===== config.mk =====
export PLATFORM = sky130hd
export DESIGN_NAME = uart_tx_arbiter
export DESIGN_NICKNAME = d
export VERILOG_FILES = /design/src/rtl/uart_tx_arbiter.sv
export SDC_FILE = /design/constraint.sdc
export NUM_CORES = 1
export LEC_CHECK = 0
export CAP_MARGIN = 0
export CORE_UTILIZATION = 37
export DETAILED_ROUTE_END_ITERATION = 6
export HOLD_SLACK_MARGIN = 0.1
export PLACE_DENSITY = 0.76
export REMOVE_ABC_BUFFERS = 1
export SYNTH_ARGS = -nofsm -noshare
export SYNTH_HDL_FRONTEND = slang
export SYNTH_SLANG_ARGS = --single-unit

===== constraint.sdc =====
create_clock -name CLK -period 1.7 [get_ports CLK]
set_input_delay 0.17 -clock CLK [delete_from_list [all_inputs] [get_ports CLK]]
set_output_delay 0.17 -clock CLK [all_outputs]
set_load 0.01 [all_outputs]

===== src/rtl/uart_tx_arbiter.sv =====
`default_nettype none
// ============================================================================
// Module   : uart_tx_arbiter
// Purpose  : Round-robin arbiter sharing one UART transmitter among Nreq byte
//            producers. Define UARTARB_LOCK_EN to keep multi-byte packets
//            contiguous (packet lock driven by LAST).
// Revision : 1.0 - initial release
// ============================================================================
module uart_tx_arbiter #(
    parameter int Nreq  = 4,
    parameter int Wdata = 8
) (
    input  logic                  CLK,
    input  logic                  NRST,
    input  logic [Nreq-1:0]       REQ,
    input  logic [Nreq-1:0]       LAST,
    input  logic [Nreq*Wdata-1:0] DATA,
    output logic [Nreq-1:0]       ACK,
    output logic [Nreq-1:0]       GNT,
    output logic [Wdata-1:0]      TX_DIN,
    output logic                  TX_OE,
    input  logic                  TX_RDY
);
    localparam int              c_PW      = (Nreq > 1) ? $clog2(Nreq) : 1;
    localparam logic [1:0]      c_S_IDLE  = 2'd0;
    localparam logic [1:0]      c_S_ISSUE = 2'd1;
    localparam logic [1:0]      c_S_BUSY  = 2'd2;
    localparam logic [c_PW-1:0] c_PTR_RST = c_PW'(Nreq - 1);

    logic [1:0]       state_q, state_d;
    logic [c_PW-1:0]  ptr_q, ptr_d;
    logic [Nreq-1:0]  gnt_q, gnt_d;
    logic [Nreq-1:0]  ack_q, ack_d;
    logic [Wdata-1:0] din_q, din_d;
    logic             oe_q, oe_d;

    logic [Nreq-1:0]  w_elig;
    logic [c_PW-1:0]  w_win;
    logic [Nreq-1:0]  w_onehot;
    logic             w_issue;

`ifdef UARTARB_LOCK_EN
    logic lock_q, lock_d;

    // While locked only the owner (last grant) may be served.
    assign w_elig = lock_q ? (REQ & gnt_q) : REQ;

    always_comb begin
        lock_d = lock_q;
        if (w_issue) begin
            lock_d = ~LAST[w_win];
        end
    end

    always_ff @(posedge CLK) begin
        if (!NRST) begin
            lock_q <= 1'b0;
        end else begin
            lock_q <= lock_d;
        end
    end
`else
    // LAST carries no meaning without packet locking.
    assign w_elig = REQ | (LAST & {Nreq{1'b0}});
`endif

    // Smallest eligible index above ptr wins; otherwise smallest at or below it.
    always_comb begin
        w_win = '0;
        for (int j = Nreq - 1; j >= 0; j--) begin
            if (w_elig[j] && (c_PW'(j) <= ptr_q)) begin
                w_win = c_PW'(j);
            end
        end
        for (int j = Nreq - 1; j >= 0; j--) begin
            if (w_elig[j] && (c_PW'(j) > ptr_q)) begin
                w_win = c_PW'(j);
            end
        end
    end

    always_comb begin
        w_onehot        = '0;
        w_onehot[w_win] = 1'b1;
    end

    // The transmitter's ready flag is stale during ISSUE, so never issue there.
    assign w_issue = (state_q != c_S_ISSUE) && TX_RDY && (|w_elig);

    always_comb begin
        state_d = state_q;
        ptr_d   = ptr_q;
        gnt_d   = gnt_q;
        din_d   = din_q;
        ack_d   = '0;
        oe_d    = 1'b0;
        if (w_issue) begin
            state_d = c_S_ISSUE;
            ptr_d   = w_win;
            gnt_d   = w_onehot;
            din_d   = DATA[w_win*Wdata +: Wdata];
            ack_d   = w_onehot;
            oe_d    = 1'b1;
        end else begin
            case (state_q)
                c_S_IDLE:  state_d = c_S_IDLE;
                c_S_ISSUE: state_d = c_S_BUSY;
                c_S_BUSY:  state_d = TX_RDY ? c_S_IDLE : c_S_BUSY;
                default:   state_d = c_S_IDLE;
            endcase
        end
    end

    always_ff @(posedge CLK) begin
        if (!NRST) begin
            state_q <= c_S_IDLE;
            ptr_q   <= c_PTR_RST;
            gnt_q   <= '0;
            ack_q   <= '0;
            din_q   <= '0;
            oe_q    <= 1'b0;
        end else begin
            state_q <= state_d;
            ptr_q   <= ptr_d;
            gnt_q   <= gnt_d;
            ack_q   <= ack_d;
            din_q   <= din_d;
            oe_q    <= oe_d;
        end
    end

    assign ACK    = ack_q;
    assign GNT    = gnt_q;
    assign TX_DIN = din_q;
    assign TX_OE  = oe_q;

endmodule
`default_nettype wire


Word-level counts from Yosys, hierarchy flattened

Index checks and enable logic that the tools add are counted.

Register bits: 21
Output and inout bits: 17

Bitwise logic cells: 1
Equal/unequal tests: 3
Multiplexer cells: 14
Magnitude comparators: 10
Reductions and logical operators: 14
Shift operators: 1

Operators by type and width:

| kind               | count |
|---|---|
| $shiftx 32x6->8    | 1 |
| $mux 2             | 9 |
| $logic_and 1x1->1  | 11 |
| $gt 1x2->1 const A | 2 |
| $gt 2x2->1 const A | 2 |
| $le 1x2->1 const A | 2 |
| $le 2x2->1 const A | 2 |
| $pmux 2 s2         | 1 |
| $reduce_or 4->1    | 1 |
| $lt 2x3->1 const B | 1 |
| $mux 1             | 3 |
| $demux 1 s2        | 1 |
| $eq 2x1->1 const B | 1 |
| $eq 2x2->1 const B | 1 |
| $ge 2x1->1 const B | 1 |
| $ne 2x1->1 const B | 1 |
| $reduce_and 2->1   | 1 |
| $reduce_or 2->1    | 1 |
| $not 1->1          | 1 |

Depth between registers and ports, before layout

Word-level depth: 14
Mapped depth: 9
Depth with buffers taken out: 8

Worst setup path before layout

OpenSTA, ideal clock, no wires.

Path type: register -> register
Start: reg state_q[0]
End: reg din_q[0] (netlist: TX_DIN[0])
Data required time: 1574 ps
Library setup time: 126 ps
Cell stages (with the launch flop): 7
Path slack: 54 ps
Data arrival time: 1520 ps
Clock period less this slack: 1646 ps
Cells stage by stage: dfxtp_1 ha_1 nor2b_1 buf_1 a21oi_2 a311oi_1 a31oi_1

Longest elaborated chain between the ends: 3

Ends and longest elaborated chain:

| element                        | RTL line | text |
|---|---|---|
| start: declaration             | 30       | `logic [1:0] state_q, state_d;` |
| start signal: assignment       | 116      | `state_q <= c_S_IDLE;` |
| start signal: assignment       | 123      | `state_q <= state_d;` |
| $ne 2x1->1                     | 88       | `assign w_issue = (state_q != c_S_ISSUE) && TX_RDY && (\|w_elig);` |
| $logic_and 1x1->1 (2 in a row) | 88       |  |
| end signal: assignment         | 127      | `din_q <= din_d;` |
| end: declaration               | 34       | `logic [Wdata-1:0] din_q, din_d;` |

Every way passes these cells.
A chain may end at the register's enable or synchronous reset.

Final worst setup path

Start: in REQ[3]
End: reg din_q[5] (netlist: TX_DIN[5])

Longest elaborated chain between the ends: 10
Elaborated cells between the ends (all ways): 13
Those cells by class: shift: 1; mux: 8; reduce/logical: 4

Ends and longest elaborated chain:

| element             | RTL line | text |
|---|---|---|
| start: declaration  | 15       | `input logic [Nreq-1:0] REQ,` |
| $logic_and 1x1->1   | 71       | `if (w_elig[j] && (c_PW'(j) <= ptr_q)) begin` |
| $mux 2 (4 in a row) | 71       |  |
| $mux 2 (4 in a row) | 76       | `if (w_elig[j] && (c_PW'(j) > ptr_q)) begin` |
| $shiftx 32x6->8     | 101      | `din_d = DATA[w_win*Wdata +: Wdata];` |

Parallel ways exist; a longest one is shown, timed or not.

==> results.md <==
* Status: finished clean
* Post-layout util at 0.609
* Synth warn at 0
* Worst-Margin Slew at 346 ps
* CTS buffer count at 3
* CTS Hold Bufs at 0
* Via density at 5.21
* Setup Buffers After CTS at 0
* Rows at 21
* Mux cell area share after synthesis at 0
* Most common cell after layout, fill and taps aside: clkdlybuf4s50_1
* ANT cells at 0
* Commonest non-fill, non-tap cells in the layout: clkdlybuf4s50_1 (55), buf_4 (25), nand2_1 (24)
* Final period util at 0.934
* #FFs+latches synth at 20
* I/O pin total at 60
* Leakage power at 0.757 nW
* RSZ-0062 raised after global routing: false
* PnR worst setup slack at 112 ps
* Layout cells sized above 1 at 0.191
* Setup CP Type: in2reg
* Via count at 1,464
* Syn Area/Cell at 7.67 sq um
* Initial antenna violation count at 0
* DP Worst Slack at -204 ps
* Max Fclk at 630 MHz
* Worst EP required at 1950 ps
* Critical path peak fanout at 10
* Min-Delay Path Class: in2reg
* Pins Over Slew Limit at 0
* Number of DRC markers in iteration 0 at 47
* Simple-gate share of the synthesized area at 0.239
* Sequential-to-total area share from yosys stat at 0.311
* Clock transition at the registers of the reported paths at 120 ps
* Initial Utilization at 0.386
* Routed wire length at 3700 um
* DRT Pass-1 Iters at 4
* Mapped Area at 1290 sq um
* Post-synthesis compound-gate area fraction at 0.337
* Largest family of logic cells by synthesized area: compound AO/OA/AOI/OAI gates
* PwrDens at 613 nW/um^2
* Largest net degree at the start of global routing at 13
* Mapped Cells at 168
* CTS root buf: clkbuf_4
* Detail Placement HPWL at 2950 um
* DRC viols at 0
* Vias in the first global route at 1,355
* Max_slew headroom at 0.769
* Post-route ant nets at 0
* Port Buf Inserts at 55
* Post-Synth Adder-Cell Area at 0.0194
* Yosys cell types at 38
* Final hold vios at 0
* Cts repair resizes at 0
* Layout area overhead at 57.8%
* Clock Sinks at 20
* Final net count at 281
* Tot GR Track Use at 0.204
* # H-tree levels at 1
* Drt wl/cell at 13.2 um
* Final clock skew at 2.63 ps
* Fin cells at 281
* Die area at 3720 sq um
* Setup crit start kind: input pin
* Final Setup Violations at 0
* Peak VDD IR at 0.291 mV
* XOR/XNOR Fraction of Synth Area at 0
* GPL Wtd Cong at 0.834
* Tmin final at 1590 ps
* Core footprint at 3340 sq um
* Placed cells at 277
* Crit path capture type: flop
* Max Cap Viol at 0
* Worst EP arrival at 1830 ps
* Grt ovf at 0
* Width of the chip at 61.0 um
* Worst-Skew Late Latency at 310 ps
* CTS tree: yes
* Die H at 61.0 um
* Longest Clk Path Bufs at 2
* First-pass GRT wire length at 5640 um
-- through the flow --
| stage | cell area (sq um) | power, W | TNS [ps] | hold WS, ps |
|---|---|---|---|---|
| 6_report | 2030 | 0.00125 | 0 | 419 |
| 5_1_grt | 2030 | 0.00131 | 0 | 430 |
| 2_1_floorplan | 1190 | 0.000706 | -2600 | 259 |
| 3_3_place_gp | 1990 | 0.000961 | -2240 | 447 |
| 3_5_place_dp | 1990 | 0.000964 | -2740 | 449 |
| 4_1_cts | 2020 | 0.00125 | 0 | 418 |
-- synth_stat cells --
cell type / number / share of area
o221ai_1: 1 / 0.0068
and3_1: 3 / 0.015
o211ai_1: 2 / 0.012
nand3_1: 10 / 0.039
nand2b_1: 3 / 0.015
a21oi_1: 2 / 0.0078
a32o_1: 1 / 0.0078
buf_2: 4 / 0.016
o31ai_1: 2 / 0.012
nand2_1: 24 / 0.070
nor3_1: 4 / 0.016
clkbuf_1: 7 / 0.020
or4_4: 1 / 0.0087
a31oi_1: 8 / 0.039
nor2_1: 12 / 0.035
a21o_1: 1 / 0.0058
ha_1: 2 / 0.019
or3_1: 1 / 0.0049
buf_1: 2 / 0.0058
o21a_1: 2 / 0.012
o21ai_0: 9 / 0.035
or2b_1: 1 / 0.0058
a21boi_0: 3 / 0.017
and2_4: 1 / 0.0068
a21boi_1: 1 / 0.0058
inv_2: 1 / 0.0029
a21oi_2: 8 / 0.054
nand2_4: 1 / 0.0087
a221o_1: 1 / 0.0078
a311oi_1: 8 / 0.054
nand4_1: 1 / 0.0049
inv_1: 5 / 0.015
dfxtp_1: 20 / 0.31
a311o_1: 1 / 0.0078
nor2b_1: 1 / 0.0049
buf_6: 4 / 0.035
a211oi_1: 9 / 0.052
nor3b_1: 1 / 0.0058
-- worst paths after layout --
| path | cells past startpoint | from | end | slack [ps] |
|---|---|---|---|---|
| worst min-delay path | 3 | DATA[7] | TX_DIN[7] | 420 |
| worst max-delay path | 6 | REQ[3] | TX_DIN[5] | 110 |
| worst max register to register | 7 | state_q[1] | TX_DIN[6] | 160 |
| worst min register to register | 2 | GNT[0] | GNT[0] | 460 |
-- cells by family after synthesis --
family | after synthesis
AO/OA/AOI/OAI | 59
buffers and inverters | 23
AND/OR/NAND/NOR | 64
adder cells (fa/ha/maj) | 2
flip-flops | 20
-- flip-flops by register name, summed over array words and instances, names as in the netlist --
register,cells
state_q,2
GNT,4
TX_DIN,8
ptr_q,2
ACK,4
-- where the power goes --
part	internal [W]	switching, W
sequential	0.000500	0.0000184
clock	0.000131	0.000156
combinational	0.000240	0.000201
total	0.000871	0.000375
-- metal layers --
| metal | wire length, um | GRT usage | up-vias |
|---|---|---|---|
| li1 | - | - | 750 |
| met1 | 1660 | 0.251 | 658 |
| met2 | 1770 | 0.361 | 50 |
| met3 | 214 | 0.0315 | 6 |
| met4 | 56 | 0.0714 | 0 |
| met5 | 0 | 0 | - |
-- final cells by class --
| class | instances | area [sq um] |
|---|---|---|
| timing repair buffer | 80 | 738 |
| multi-input combinational | 125 | 777 |
| tap | 46 | 57.6 |
| sequential | 20 | 402 |
| clock buffer | 4 | 36.3 |
| fill | 320 | 1300 |
| inverter | 6 | 22.5 |
-- critical path, cell delays in order --
cell and delay (ps):
clkdlybuf4s50_1 470, or4_4 540, buf_4 200, a21oi_2 190, a311oi_2 70, a31oi_1 190
(Power assumes the default switching activity.)
